$ cat src/rtl/gray_seq_ctrl.sv
// gray_seq_ctrl
// Command-driven sequencer for a WIDTH-bit Gray-code counter.
// A command (direction, step count, optional binary preload) is taken over a
// valid/ready handshake while idle. The counter then advances one step per
// cycle with hold low. wrap pulses after a wrapping step, and done pulses
// once when the command completes.
//
// Ports:
//   clk          system clock, rising edge
//   rstn         asynchronous active-low reset
//   cmd_valid    command present
//   cmd_ready    command can be accepted (IDLE only)
//   cmd_dir      0 = count up, 1 = count down
//   cmd_steps    number of steps to perform (0 allowed)
//   cmd_load     preload the counter with cmd_load_val at acceptance
//   cmd_load_val preload value, binary
//   hold         freeze stepping while high (RUN only)
//   gray_out     registered Gray code of the current count
//   bin_out      registered binary count
//   busy         high in RUN and DONE
//   done         one-cycle completion pulse
//   wrap         one-cycle pulse after a wrapping step
module gray_seq_ctrl #(
  parameter int WIDTH = 3,
  parameter int CNT_W = 8
) (
  input  logic             clk,
  input  logic             rstn,
  input  logic             cmd_valid,
  output logic             cmd_ready,
  input  logic             cmd_dir,
  input  logic [CNT_W-1:0] cmd_steps,
  input  logic             cmd_load,
  input  logic [WIDTH-1:0] cmd_load_val,
  input  logic             hold,
  output logic [WIDTH-1:0] gray_out,
  output logic [WIDTH-1:0] bin_out,
  output logic             busy,
  output logic             done,
  output logic             wrap
);

  typedef enum logic [1:0] {
    ST_IDLE = 2'd0,
    ST_RUN  = 2'd1,
    ST_DONE = 2'd2
  } state_t;

  localparam logic [WIDTH-1:0] BIN_ONE = WIDTH'(1);
  localparam logic [CNT_W-1:0] REM_ONE = CNT_W'(1);

  state_t             state_reg, state_next;
  logic [WIDTH-1:0]   bin_reg, bin_next;
  logic [WIDTH-1:0]   gray_reg, gray_next;
  logic [CNT_W-1:0]   rem_reg, rem_next;
  logic               dir_reg, dir_next;
  logic               wrap_reg, wrap_next;

  // Next-state and datapath logic.
  always_comb begin
    state_next = state_reg;
    bin_next   = bin_reg;
    rem_next   = rem_reg;
    dir_next   = dir_reg;
    wrap_next  = 1'b0;
    case (state_reg)
      ST_IDLE: begin
        if (cmd_valid) begin
          dir_next = cmd_dir;
          rem_next = cmd_steps;
          if (cmd_load) begin
            bin_next = cmd_load_val;
          end
          state_next = (cmd_steps != '0) ? ST_RUN : ST_DONE;
        end
      end
      ST_RUN: begin
        if (!hold) begin
          if (dir_reg) begin
            bin_next  = bin_reg - BIN_ONE;
            wrap_next = (bin_reg == '0);
          end else begin
            bin_next  = bin_reg + BIN_ONE;
            wrap_next = &bin_reg;
          end
          rem_next = rem_reg - REM_ONE;
          // The step that consumes the last count finishes the command.
          if (rem_reg == REM_ONE) begin
            state_next = ST_DONE;
          end
        end
      end
      ST_DONE: begin
        state_next = ST_IDLE;
      end
      default: begin
        state_next = ST_IDLE;
      end
    endcase
  end

  // The Gray code is encoded from the next binary value so that both
  // registers change on the same edge and gray_out stays a register.
  generate
    for (genvar gi = 0; gi < WIDTH - 1; gi++) begin : g_gray
      assign gray_next[gi] = bin_next[gi] ^ bin_next[gi+1];
    end
  endgenerate
  assign gray_next[WIDTH-1] = bin_next[WIDTH-1];

  always_ff @(posedge clk or negedge rstn) begin
    if (!rstn) begin
      state_reg <= ST_IDLE;
      bin_reg   <= '0;
      gray_reg  <= '0;
      rem_reg   <= '0;
      dir_reg   <= 1'b0;
      wrap_reg  <= 1'b0;
    end else begin
      state_reg <= state_next;
      bin_reg   <= bin_next;
      gray_reg  <= gray_next;
      rem_reg   <= rem_next;
      dir_reg   <= dir_next;
      wrap_reg  <= wrap_next;
    end
  end

  assign cmd_ready = (state_reg == ST_IDLE);
  assign busy      = (state_reg != ST_IDLE);
  assign done      = (state_reg == ST_DONE);
  assign wrap      = wrap_reg;
  assign bin_out   = bin_reg;
  assign gray_out  = gray_reg;

endmodule

$ cat config.mk
export PLATFORM = sky130hd
export DESIGN_NAME = gray_seq_ctrl
export DESIGN_NICKNAME = d
export VERILOG_FILES = /design/src/rtl/gray_seq_ctrl.sv
export SDC_FILE = /design/constraint.sdc
export NUM_CORES = 1
export LEC_CHECK = 0
export CAP_MARGIN = 20
export CORE_ASPECT_RATIO = 1.4
export CORE_MARGIN = 2
export CORE_UTILIZATION = 40
export CTS_CLUSTER_DIAMETER = 50
export DETAILED_ROUTE_END_ITERATION = 8
export PLACE_DENSITY = 0.73
export SLEW_MARGIN = 20
export SYNTH_ARGS = -nofsm -noshare
export SYNTH_HDL_FRONTEND = slang
export SYNTH_SLANG_ARGS = --single-unit
$ cat constraint.sdc
create_clock -name clk -period 1.7 [get_ports clk]
set_input_delay 0.17 -clock clk [delete_from_list [all_inputs] [get_ports clk]]
set_output_delay 0.17 -clock clk [all_outputs]
set_load 0.05 [all_outputs]
==> Yosys cells after proc, flatten, opt, wreduce, memory -nomap -nowiden <==
Cells that the tools add are included.
{ "word_totals": {"reg_bits": 18, "latchBits": 0, "ram_bits": 0, "romBits": 0, "input_bits": 17, "output_inout_bits": 10, "word_cells": 42, "mem_count": 0} }
{ "op_classes": {"n_addsub": 3, "multipliers": 0, "div_mod_pow": 0, "n_lt_le_gt_ge": 0, "eq_ne": 6, "shifts": 0, "mux": 16, "n_bitwise": 2, "n_reduce_logical": 9} }
{ "op_table": {"columns": ["cell", "count"], "rows": [
  ["two-way mux 8 bit", 2],
  ["one-hot mux 8 bit (2 select lines)", 1],
  ["two-way mux 3 bit", 4],
  ["AND reduction 3 bit", 3],
  ["equality test 8 x 1 -> 1 bit, second input constant", 1],
  ["two-way mux 2 bit", 4],
  ["nonzero test 8 bit", 1],
  ["subtractor 8 x 1 -> 8 bit, second input constant", 1],
  ["!= test 2 bit, second input constant", 3],
  ["one-hot mux 3 bit (2 select lines)", 1],
  ["one-hot mux 2 bit (2 select lines)", 1],
  ["nonzero test 2 bit", 2],
  ["adder 3 x 1 -> 3 bit, second input constant", 1],
  ["zero test 3 bit", 1],
  ["two-way mux 1 bit", 3],
  ["subtractor 3 x 1 -> 3 bit, second input constant", 1],
  ["equality test 2 x 1 -> 1 bit, second input constant", 1],
  ["equality test 2 bit, second input constant", 1],
  ["zero test 2 bit", 1],
  ["AND reduction 2 bit", 1],
  ["bitwise XOR 1 bit", 2]
]} }

==> Longest topological paths before layout <==
Gate-level depths: netlist of the first run.
{ "logic_depth": {"ltp_word": 5, "ltp_mapped": 7} }

==> Least setup slack after synthesis of the first run <==
No wires, ideal clock.
{ "synth_timing": {"path_type": "register to register", "from": "register bin_reg[0], in the netlist bin_out[0]", "to": "register gray_reg[0], in the netlist gray_out[0]", "setup_ns": 0.131, "arrival_ns": 1.856, "required_ns": 1.569, "slack_ns": -0.287, "path_stages_with_launch": 6, "path_buffers": 0, "period_less_slack_ns": 1.987, "cell_sequence": "dfrtp_1 > inv_1 > fa_1 > nor3_1 > a221o_1 > xor2_1"} }
{ "synth_between": {"elab_chain_cells": 5, "word_cells_on_any_way": 8, "classes_between": "add/sub: 2; mux: 5; bitwise: 1"} }
{ "synth_lines": {"columns": ["element", "line_no", "text"], "rows": [
  ["from (decl)", "53", "logic [WIDTH-1:0] bin_reg, bin_next;"],
  ["from (signal assigned)", "121", "bin_reg <= bin_next;"],
  ["adder 3 x 1 -> 3 bit or subtractor 3 x 1 -> 3 bit (tied branches)", "83, 80", null],
  ["two-way mux 3 bit (*)", "79", "if (dir_reg) begin"],
  ["two-way mux 3 bit (*)", "78", "if (!hold) begin"],
  ["one-hot mux 3 bit (2 select lines) (*)", "66", "case (state_reg)"],
  ["net bin_next[1]", "53", null],
  ["bitwise XOR 1 bit (*)", "106", "assign gray_next[gi] = bin_next[gi] ^ bin_next[gi+1];"],
  ["net gray_next[0]", "54", "logic [WIDTH-1:0] gray_reg, gray_next;"],
  ["to (signal assigned)", "122", "gray_reg <= gray_next;"],
  ["to (decl)", "54", null]
]} }
Mark *: on every way through the listed nets, which the timed path passes. The rest lies on a longest branch.
A chain may end at the register's enable or synchronous reset.

==> Final worst setup path of the first run <==
{ "layout_timing": {"from": "register bin_reg[1], in the netlist bin_out[1]", "to": "register gray_reg[1], in the netlist gray_out[1]"} }
The elaborated chain is that of the path after synthesis.

==> results of run 1 <==
[cell families after synthesis]
kind of cell,Yosys count,synth area share (%)
AOI/OAI and AO/OA,36,22.6
buffers and inverters,14,6.31
xor gates and xnor gates,3,2.60
DFF,17,42.1
and+or+nand+nor,34,19.8
adders and majority gates,3,4.46
muxes,2,2.10
[cells in the final DEF, fill, tap and decap left out, types with 2 or more instances in the layout]
cell type        instances
nor2_1                   9
nor4_1                   3
dfrtp_1                 15
clkbuf_4                 3
xor2_1                   2
nor2b_1                  2
buf_12                   3
clkdlybuf4s50_1         19
nand2_1                  2
buf_4                   13
inv_2                    3
nor3_1                   6
and2b_1                  2
inv_1                    6
a32oi_1                  3
a211oi_1                 3
a22oi_1                  3
ha_1                     2
o21ai_0                  7
a21oi_1                  6
dfrtp_2                  2
nand4_1                  2
o21ai_1                  8
[power breakdown]
part | switching, mW | internal [mW] | leakage [nW] | total [mW]
combinational | 1.16 | 0.850 | 0.383 | 2.01
clock | 0.129 | 0.0876 | 0.0177 | 0.216
sequential | 0.188 | 0.611 | 0.205 | 0.799
total | 1.47 | 1.55 | 0.605 | 3.02
[path summary, 6_finish.rpt]
path,startpoint,end,slack (ns),cells past startpoint
worst max-delay path,bin_out[1]$_DFF_PN0_,gray_out[1]$_DFF_PN0_,0.05,6
worst min-delay path,rstn,gray_out[0]$_DFF_PN0_,0.19,2
worst max register to register,bin_out[1]$_DFF_PN0_,gray_out[1]$_DFF_PN0_,0.05,6
worst min register to register,rem_reg[7]$_DFFE_PN0P_,rem_reg[7]$_DFFE_PN0P_,0.51,2
max in group asynchronous,rstn,bin_out[0]$_DFF_PN0_,1.32,2
min in group clk,cmd_steps[0],rem_reg[0]$_DFFE_PN0P_,0.45,3
[critical path, stage by stage, from the launching register on]
cell and delay, ns:
dfrtp_2 0.42, inv_2 0.06, fa_1 0.42, xnor2_2 0.16, a211oi_1 0.20, nand2b_4 0.17
xor2_1 0.14
[layout make-up]
type	instances	area [sq um]
fill	219	965
multi-input combinational	78	547
sequential	17	428
timing repair buffer	35	348
tap	34	42.5
inverter	9	33.8
clock buffer	3	22.5
clock inverter	1	5.00
[metal layers]
layer | GRT usage (%) | share of wire, %
met1 | 21.1 | 41
met2 | 28.6 | 51
met3 | 3.44 | 5.4
met4 | 11.4 | 2.7
met5 | 0 | 0
[through the flow]
step	cell area [sq um]	instances
2_1_floorplan	1020	109
3_3_place_gp	1380	173
3_5_place_dp	1380	173
4_1_cts	1400	177
5_1_grt	1430	177
6_report	1430	177
[repair_timing]
item | in CTS | in global routing
gates resized for setup | 0 | 4
hold endpoints to repair | 0 | 0
endpoints found under the setup margin | 0 | 2
==> run summary, run 1 <==
cts hold-fix bufs: 0
Skew-Pair Late Insertion Delay: 0.29 ns
LEAKAGE: 0.605 nW
Startpoint Class: flop
Seq/Total Area, Yosys: 42.1%
dpl hpwl: 1.86 mm
antenna violations before repair: 0
Setup Slack @ Placement: -0.0104 ns
Synth area leader: dfrtp_1
vias per cell: 5.33
post-layout util: 59.7%
vertical die dimension: 63.5 um
largest net degree at the start of global routing: 20
EDFF count, synth: 0
Largest register FFs: 8
synthesized cell area: 0.00101 sq mm
final-report max-slew violation count: 0
gr usage total: 18.1%
Starting Density: 42.3%
First-pass DRT Iterations: 6
I/O pin count: 27
vias in the first global route: 919
first-pass GRT wire length: 3.87 mm
Synth Area per Inst: 9.27 sq um
Hold WC Path Type: in -> async
Routed Antenna Nets: 0
minimum clock period: 1.65 ns
max-cap violation count: 0
Final GP Congestion: 0.840
CP arrival: 1.87 ns
antenna diode instance count: 0
CP max FO: 4
Final Net Count: 164
routed wire length per instance: 13.2 um
Main synth FF type: dfrtp_1
synth cell count leaders: 17 x dfrtp_1, 10 x nor2_1, 9 x inv_1
Fin Setup TNS: 0 ns
PD cells: 2120 mW/mm^2
DIE WIDTH: 46.5 um
clk slew on worst S/H paths: 0.10 ns
Setup Viol. Count Final: 0
CTS root buf: clkbuf_4
Fin. Hold Viols: 0
# rows: 21
Slew headroom: 65.4%
Worst VDD drop: 1.26 mV
#FFs+latches synth: 17
Layout Skew: 0.00437 ns
routed vias: 943
CTS tree: done
Max Buffers Root-to-Sink: 2
DRT iter0 DRCs: 12
Worst-Margin Slew: 0.515 ns
total congestion overflow: 0
CTS Sinks: 17
Synth-to-Final Area Change: 41.1%
Core Region: 0.00239 sq mm
CP endpoint kind: flop
final setup margin: 0.0515 ns
Total Power: 3.02 mW
CTS buffer count: 3
main area contributors after synthesis: dfrtp_1 42%, o21ai_1 4.0%, nor2_1 3.7%
count leader, synth: dfrtp_1
synth warn: 0
postcts setup bufs: 0
maximum clock frequency: 0.607 GHz
top-area cell type share of the netlist area: 42.1%
Worst EP required: 1.92 ns
PortBufs: 26
Residual DRC: 0
CTS H-Tree Depth: 1
critical path type: reg -> reg
Syn Nets: 129
count of different cell masters after synthesis: 34
layout cells sized above 1: 23.1%
Die ar.: 0.00295 sq mm
status: complete, no violations
Final period util: 97.0%
WL final: 2.33 mm
Post-Synthesis Cells: 109
Async SR Flop Fraction: 100%
worst hold slack: 0.185 ns
Power figures use the tool's default switching activity.
==> inputs of run 2 (changes only) <==
CORE_UTILIZATION = 47   (was 40)
PLACE_DENSITY = 0.83   (was 0.73)
==> run 2 against run 1 <==
Clock power about the same. Routed wire length increased by 11%. Combinational power increased by 7%. Count of clock-buffer cells in the layout did not move. Non-clock buffer count increased by 2. Sequential power is essentially flat. Total power is 5.0% higher. Final cell count is 6.2% lower. Cell area up 1.3%. Critical path type unchanged. Highest routed layer unchanged.
==> run summary, run 2 (synthesis results as in run 1) <==
status: complete, no violations
Final GP Congestion: 0.829
CTS root buf: clkbuf_4
most common cell after layout, fill and taps aside: clkdlybuf4s50_1
CP max FO: 4
CP cell instances: inv_2 -> fa_2 -> nor3_1 -> a221o_1 -> xor2_1
vias per cell: 6.03
layout cells sized above 1: 25.5%
vertical die dimension: 58.9 um
Fin. Hold Viols: 0
Routed Antenna Nets: 0
Placed Area: 0.00137 sq mm
final-report max-slew violation count: 0
cts hold-fix bufs: 0
vias in the first global route: 1025
Residual DRC: 0
CP max stage cell: dfrtp_2
Final period util: 98.3%
Total Power: 3.17 mW
WL final: 2.60 mm
First-pass DRT Iterations: 4
Worst EP required: 1.92 ns
PortBufs: 26
most frequent cells in the layout: 19 x clkdlybuf4s50_1, 15 x dfrtp_1, 14 x buf_4, 9 x nor2_1, 8 x o21ai_1
routed wire length per instance: 15.6 um
Final Net Count: 166
Inst Count DP: 160
CP arrival: 1.89 ns
CTS Sinks: 17
DIE WIDTH: 43.2 um
Largest register FFs: 8
CTS H-Tree Depth: 1
max-cap violation count: 0
Die ar.: 0.00254 sq mm
total congestion overflow: 0
Slowest Stage Delay on Critical Path: 0.45 ns
dpl hpwl: 1.95 mm
Synth-to-Final Area Change: 42.9%
register area: 428 sq um
Filler cells: 159
gr usage total: 21.5%
CTS tree: done
Hold WC Path Type: in -> async
largest net degree at the start of global routing: 20
Setup Viol. Count Final: 0
multi-input logic area: 554 sq um
DRT iter0 DRCs: 21
Final Cell Area: 0.00145 sq mm
routed vias: 1001
Core Region: 0.00200 sq mm
clk slew on worst S/H paths: 0.10 ns
Slew headroom: 65.8%
critical path type: reg -> reg
PD cells: 2200 mW/mm^2
Skew-Pair Late Insertion Delay: 0.29 ns
Starting Density: 50.6%
Max Buffers Root-to-Sink: 2
antenna diode instance count: 0
Layout Skew: 0.000876 ns
first-pass GRT wire length: 4.20 mm
CTS buffer count: 3
LEAKAGE: 0.620 nW
# rows: 19
antenna violations before repair: 0
I/O pin count: 27
Worst-Margin Slew: 0.512 ns
maximum clock frequency: 0.598 GHz
Startpoint Class: flop
CP endpoint kind: flop
minimum clock period: 1.67 ns
Finished Layout Cells: 166
Worst VDD drop: 1.70 mV
==> run 2: cell types whose count changed in the layout (fill, tap and decap cells not counted), sizes merged <==
cell,previous run,this run
buf,16,18
==> run 2: where the power goes <==
part / internal [mW] / switching [mW]
Clock: 0.0874 / 0.125
Combinational: 0.936 / 1.23
Sequential: 0.611 / 0.186
==> run 2: area by class of cell <==
type,instances,share of cell area [%]
Clock buffer,3,1.56
Timing Repair Buffer,37,26.0
Multi-Input combinational cell,78,38.4
Tap cell,21,1.82
Inverter,9,2.34
Sequential cell,17,29.6
Clock inverter,1,0.346
==> run 2: timing repair <==
item | 4_1_cts | 5_1_grt
setup endpoints to repair | 0 | 2
setup buffers | 0 | 2
resized for setup | 0 | 6
hold endpoints to repair | 0 | 0
==> run 2: final timing paths <==
| path | from | endpoint | slack (ns) | depth (start not counted) |
|---|---|---|---|---|
| worst max-delay path | bin_out[0]$_DFF_PN0_ | gray_out[1]$_DFF_PN0_ | 0.03 | 5 |
| worst min-delay path | rstn | rem_reg[3]$_DFFE_PN0P_ | 0.20 | 2 |
| worst max register to register | bin_out[0]$_DFF_PN0_ | gray_out[1]$_DFF_PN0_ | 0.03 | 5 |
| worst min register to register | rem_reg[7]$_DFFE_PN0P_ | rem_reg[7]$_DFFE_PN0P_ | 0.53 | 2 |
| max in group asynchronous | rstn | bin_out[1]$_DFF_PN0_ | 1.30 | 2 |
| min in group clk | cmd_steps[0] | rem_reg[0]$_DFFE_PN0P_ | 0.46 | 3 |
==> run 2: stage by stage <==
step                      worst slack [ns]   TNS, ns  hold WS (ns)  utilization, %
after floorplan                    -0.0314   -0.0393        -0.126               -
after global placement              0.0475         0         0.481            68.7
after detailed placement          -0.00140  -0.00140         0.502            68.7
after CTS                           0.0403         0         0.206            70.1
after global routing              -0.00475  -0.00475         0.206            72.4
final                               0.0292         0         0.197            72.4
==> run 2: per-layer routing <==
metal / track usage, % / up-vias / wire length, um
met4: 10.4 / 0 / 72
met2: 40.9 / 40 / 1380
li1: - / 468 / -
met1: 22.4 / 484 / 994
met3: 3.07 / 9 / 150
met5: 0 / - / 0
==> run 2: worst max-delay path, delay by kind of cell (launching register included) <==
kind | cells | cell delay [ns]
AOI/OAI and AO/OA | 1 | 0.23
xor gates and xnor gates | 1 | 0.15
adders and majority gates | 1 | 0.44
buffers and inverters | 1 | 0.10
DFF | 1 | 0.45
and+or+nand+nor | 1 | 0.24
